[config.mk]
export PLATFORM = sky130hd
export DESIGN_NAME = spi_fifo_param
export DESIGN_NICKNAME = d
export VERILOG_FILES = /design/src/rtl/spi_pkg.sv /design/src/rtl/spi_fifo_mem.sv /design/src/rtl/spi_fifo_param.sv
export SDC_FILE = /design/constraint.sdc
export NUM_CORES = 1
export LEC_CHECK = 0
export ABC_AREA = 1
export CAP_MARGIN = 20
export CORE_MARGIN = 2
export CORE_UTILIZATION = 55
export DETAILED_ROUTE_END_ITERATION = 16
export GPL_TIMING_DRIVEN = 0
export PLACE_DENSITY_LB_ADDON = 0.1
export RECOVER_POWER = 100
export SYNTH_ARGS = -nofsm -noshare
export SYNTH_HDL_FRONTEND = slang
export SYNTH_HIERARCHICAL = 1
export SYNTH_SLANG_ARGS = --single-unit
export TNS_END_PERCENT = 50
[constraint.sdc]
create_clock -name clk -period 2.22 [get_ports clk]
set_input_delay 0.222 -clock clk [delete_from_list [all_inputs] [get_ports clk]]
set_output_delay 0.222 -clock clk [all_outputs]
set_load 0.03 [all_outputs]
[src/rtl/spi_pkg.sv]
`default_nettype none
// ============================================================================
// Module   : spi_pkg
// Purpose  : Shared types, defaults and elaboration helpers for SPI FIFOs.
// Revision : 1.0 - initial release
// ============================================================================
package spi_pkg;

    localparam int SPI_DATA_W_DFLT     = 8;
    localparam int SPI_FIFO_DEPTH_DFLT = 16;

    typedef logic [SPI_DATA_W_DFLT-1:0] spi_data_t;

    function automatic bit is_pow2(input int value);
        return (value > 0) && ((value & (value - 1)) == 0);
    endfunction

endpackage
`default_nettype wire

[src/rtl/spi_fifo_mem.sv]
`default_nettype none
// ============================================================================
// Module   : spi_fifo_mem
// Purpose  : DEPTH x DATA_W register array, synchronous write, async read.
// Revision : 1.0 - initial release
// ============================================================================
module spi_fifo_mem
    import spi_pkg::*;
#(
    parameter int DATA_W = $bits(spi_data_t),
    parameter int DEPTH  = SPI_FIFO_DEPTH_DFLT,
    parameter int ADDR_W = $clog2(DEPTH)
)(
    input  logic              clk,
    input  logic              we,
    input  logic [ADDR_W-1:0] waddr,
    input  logic [DATA_W-1:0] wdata,
    input  logic [ADDR_W-1:0] raddr,
    output logic [DATA_W-1:0] rdata
);

    // No reset: contents are only meaningful once written.
    logic [DATA_W-1:0] r_mem [DEPTH];

    always_ff @(posedge clk) begin
        if (we) begin
            r_mem[waddr] <= wdata;
        end
    end

    assign rdata = r_mem[raddr];

endmodule
`default_nettype wire

[src/rtl/spi_fifo_param.sv]
`default_nettype none
// ============================================================================
// Module   : spi_fifo_param
// Purpose  : Parametrised FWFT FIFO with level and almost-full/empty flags.
//            Define SPI_FIFO_ERR_EN to build sticky ovf/udf error flags.
// Revision : 1.0 - initial release
// ============================================================================
module spi_fifo_param
    import spi_pkg::*;
#(
    parameter int DATA_W    = $bits(spi_data_t),
    parameter int DEPTH     = SPI_FIFO_DEPTH_DFLT,
    parameter int AFULL_TH  = 12,
    parameter int AEMPTY_TH = 4
)(
    input  logic                      clk,
    input  logic                      rst,
    input  logic                      clr,
    input  logic                      wr_en,
    input  logic [DATA_W-1:0]         din,
    input  logic                      rd_en,
    output logic [DATA_W-1:0]         dout,
    output logic                      full,
    output logic                      empty,
    output logic                      almost_full,
    output logic                      almost_empty,
    output logic [$clog2(DEPTH):0]    level,
    output logic                      ovf,
    output logic                      udf
);

    localparam int PTR_W = $clog2(DEPTH);
    localparam int LVL_W = PTR_W + 1;
    localparam logic [LVL_W-1:0] c_depth  = LVL_W'(DEPTH);
    localparam logic [LVL_W-1:0] c_afull  = LVL_W'(AFULL_TH);
    localparam logic [LVL_W-1:0] c_aempty = LVL_W'(AEMPTY_TH);

    generate
        if (!is_pow2(DEPTH) || DEPTH < 2) begin : g_chk_depth
            $error("spi_fifo_param: DEPTH must be a power of two >= 2");
        end
        if (AFULL_TH < 1 || AFULL_TH > DEPTH) begin : g_chk_afull
            $error("spi_fifo_param: AFULL_TH out of range 1..DEPTH");
        end
        if (AEMPTY_TH < 0 || AEMPTY_TH > DEPTH - 1) begin : g_chk_aempty
            $error("spi_fifo_param: AEMPTY_TH out of range 0..DEPTH-1");
        end
    endgenerate

    logic [PTR_W-1:0] r_wp;
    logic [PTR_W-1:0] r_rp;
    logic [LVL_W-1:0] r_level;
    logic             w_empty;
    logic             w_full;
    logic             w_rd_acc;
    logic             w_wr_acc;
    logic             w_mem_we;

    assign w_empty  = (r_level == '0);
    assign w_full   = (r_level == c_depth);
    assign w_rd_acc = rd_en & ~w_empty;
    // At full, a same-cycle pop frees the slot the write lands in.
    assign w_wr_acc = wr_en & (~w_full | w_rd_acc);
    assign w_mem_we = w_wr_acc & ~clr & ~rst;

    always_ff @(posedge clk) begin
        if (rst || clr) begin
            r_wp    <= '0;
            r_rp    <= '0;
            r_level <= '0;
        end else begin
            if (w_wr_acc) begin
                r_wp <= r_wp + 1'b1;
            end
            if (w_rd_acc) begin
                r_rp <= r_rp + 1'b1;
            end
            case ({w_wr_acc, w_rd_acc})
                2'b10:   r_level <= r_level + 1'b1;
                2'b01:   r_level <= r_level - 1'b1;
                default: r_level <= r_level;
            endcase
        end
    end

    spi_fifo_mem #(
        .DATA_W (DATA_W),
        .DEPTH  (DEPTH),
        .ADDR_W (PTR_W)
    ) u_mem (
        .clk   (clk),
        .we    (w_mem_we),
        .waddr (r_wp),
        .wdata (din),
        .raddr (r_rp),
        .rdata (dout)
    );

    assign full         = w_full;
    assign empty        = w_empty;
    assign almost_full  = (r_level >= c_afull);
    assign almost_empty = (r_level <= c_aempty);
    assign level        = r_level;

`ifdef SPI_FIFO_ERR_EN
    logic r_ovf;
    logic r_udf;

    always_ff @(posedge clk) begin
        if (rst || clr) begin
            r_ovf <= 1'b0;
            r_udf <= 1'b0;
        end else begin
            if (wr_en & ~w_wr_acc) begin
                r_ovf <= 1'b1;
            end
            if (rd_en & w_empty) begin
                r_udf <= 1'b1;
            end
        end
    end

    assign ovf = r_ovf;
    assign udf = r_udf;
`else
    assign ovf = 1'b0;
    assign udf = 1'b0;
`endif

endmodule
`default_nettype wire

==> run_results.csv <==
group,metric,value,unit
synth,ys_seq_area_share,63.6,%
setup_path,path_class,"flip-flop to primary output",
global_route,grt-ovfl-total,0,
die,chipWidth,112,µm
synth,synth_compound_area_share,1.32,%
global_route,grt_pass1_wl,24700,µm
synth,synth_edf_count,128,
clock_network,cts_tree,"done",
layout,syn2layout_area_growth,18.3,%
die,die_y,112,µm
clock_network,root_buffer,"clkbuf_16",
timing,finalSetupViolCount,1,
drt,vias,4640,
drt,wl_per_cell,18.4,µm
drt,first_pass_iters,7,
clock_network,cts_made_buffers,17,
synth,synth_top_family_by_area,"simple AND/OR/NAND/NOR gates",
timing,worst_slack,-0.0118,ns
place,gp_congestion,0.911,
timing,hold_viol,0,
synth,ys_seq_elements,141,
run_status,violations,"negative setup slack",
synth,synth-async-reset-ratio,0,%
synth,synthTopCellsByCount,"nand2_1, edfxtp_1, inv_1",
layout,fillers,899,
power_and_ir_drop,combPwrFrac,8.6,%
synth,synth_fa_ha_area_share,1.47,%
setup_path,worstSetupEndpointType,"primary output",
drt,routed_wl,15900,µm
place,io_buffers,29,
layout,nNetsFinal,728,
synth,syn_avg_cell_area,9.79,µm²
power_and_ir_drop,power.total,6.40,mW
power_and_ir_drop,power.switching,1.52,mW
die,coreArea,11400,µm²
power_and_ir_drop,p_seq_share,45.8,%
timing,final_max_slew_viol_count,0,
layout,diodes,0,
power_and_ir_drop,power_leakage,3.28,nW
global_route,grt_use_total,26.5,%
timing,skew,0.00614,ns
drt,via_per_inst,5.37,
clock_network,cts.sinks,141,
die,initial_core_util,56.5,%
setup_path,cp-start-kind,"flip-flop",
die,row_count,39,
synth,ys_warn_count,6,
die,design.portCount,32,
layout,multi_input_comb_area,1780,µm²
drt,ant_nets,0,
layout,drive_above_1_share,14.0,%
power_and_ir_drop,p_per_area,838,nW/µm²
drt,drtIter0Drc,444,
clock_network,htreeDepth,4,
synth,synth.area.top_cells,"edfxtp_1, nand2_1, nand3_1, inv_1, dfxtp_1",
synth,yosys.area.top_type_share,59.6,%
global_route,grt_pass1_vias,4450,
power_and_ir_drop,internal_power,4.87,mW
timing,rsz0062_at_grt,"true",
timing,period_share,101,%
job,drv_cap,0,
die,dieArea,12600,µm²
place,dp_hpwl,10300,µm
synth,synthMuxAreaShare,0,%
synth,synthFlopType,"edfxtp_1",
setup_path,crit_fanout,10,
drt,drc,0,
setup_path,required,2.00,ns
hold_path,min_path_type,"input pin to flip-flop",
clock_network,clockBufferDepth,2,
setup_path,critPathArrivalTime,2.01,ns
global_route,antenna_found_initial,0,
timing,finalCriticalPeriod,2.23,ns
run_status,status,"finished, violations left",
power_and_ir_drop,clockPowerShare,45.6,%
synth,ys_types,30,
timing,max_freq,0.448,GHz
clock_network,postCtsSetupRepairBufs,0,
clock_network,clk_pin_slew,0.06,ns
synth,yosysTopAreaCell,"edfxtp_1",
synth,yosysMostFrequentCell,"nand2_1",
power_and_ir_drop,ir_drop,0.539,mV
place,dp_slack,-0.472,ns
layout,regArea,4120,µm²
synth,synth_simple_gate_area_share,23.2,%
synth,syn_inst,659,
timing,timing.slew.headroom,41.9,%
timing,tightest_slew,0.868,ns
global_route,grt_max_degree,17,
clock_network,clock_latency,0.42,ns
synth,synth_xor_area_share,0.543,%
power_and_ir_drop,sw_frac_of_total,23.8,%
synth,synth.cell_area,6450,µm²
-- area by class of cell --
type	instances	area share, %
Buffer	27	2.95
Clock buffer	17	5.57
Clock inverter	15	2.43
Inverter	118	5.83
Multi-Input combinational cell	374	23.3
Sequential cell	141	53.9
Tap cell	143	2.34
Timing Repair Buffer	29	3.70
-- stage by stage --
step                hold WS (ns)  utilization, %  area (µm²)  TNS (ns)  std cells
floorplan                  0.321               -        6450         0        660
global placement           0.507            60.6        6920    -41.99        832
detailed placement         0.511            60.6        6920    -48.29        832
CTS                        0.501            66.4        7580     -2.19        864
global route               0.540            66.9        7630     -6.76        864
finish                     0.501            66.9        7630   -0.0118        864
-- state kept, by name, indices dropped and copies added, names as in the netlist --
| signal | count |
|---|---|
| r_rp | 4 |
| r_wp | 4 |
| level | 5 |
| u_mem/r_mem | 128 |
-- cells in the final DEF (no fill, tap or decap), types with 7 or more instances in the layout --
cell type	instances
nand2_1	200
inv_1	114
nand3_1	106
edfxtp_1	128
clkbuf_16	17
dlygate4sd3_1	15
nor2_2	14
nor2_1	13
buf_6	7
buf_4	15
a21oi_1	8
-- logic make-up (layout without fill, tap and decap cells) --
logic type / after synthesis / after routing
AOI/OAI and AO/OA: 15 / 15
xor gates and xnor gates: 4 / 4
adders and majority gates: 7 / 7
buffers and inverters: 145 / 206
DFF: 141 / 141
other: 1 / 2
and+or+nand+nor: 346 / 346
-- critical path: stages (launching register included) --
cell and delay [ns]:
dfxtp_1 0.34, buf_4 0.18, inv_2 0.08, buf_4 0.19, nand3_1 0.11, nand3_1 0.13
nand3_1 0.12, nand2_1 0.13, clkdlybuf4s15_2 0.31
-- repair_timing --
action,CTS,global route
pin swaps,0,2
resized for setup,41,37
hold buffers,0,0
setup endpoints to repair,80,140
-- worst paths after layout --
| check | from | end | slack, ns | cells after the start |
|---|---|---|---|---|
| worst min register to register | r_rp[2]$_SDFFE_PP0P_ | r_rp[2]$_SDFFE_PP0P_ | 0.51 | 2 |
| worst max-delay path | r_rp[1]$_SDFFE_PP0P_ | dout[5] | -0.01 | 8 |
| worst min-delay path | rst | r_rp[0]$_SDFFE_PP0P_ | 0.50 | 4 |
| worst max register to register | level[1]$_SDFFE_PP0P_ | level[4]$_SDFFE_PP0P_ | 0.09 | 12 |
-- power groups by stage --
stage | logic (mW) | clock network [mW] | registers [mW]
2_1_floorplan | 0.313 | 0 | 3.00
3_3_place_gp | 0.541 | 0 | 2.99
3_5_place_dp | 0.546 | 0 | 2.99
4_1_cts | 0.551 | 2.93 | 2.93
5_1_grt | 0.594 | 3.08 | 2.93
6_report | 0.548 | 2.92 | 2.93
-- metal layers --
layer	global-route usage, %	vias up	routed length, µm	part of all wire, %
met4	10.9	0	353	2.2
met2	40.1	188	7440	47
li1	-	2218	-	-
met1	36.8	2208	6800	43
met5	0	-	0	0
met3	7.13	26	1280	8.1
Note: power is estimated with default switching activity, not from simulation.
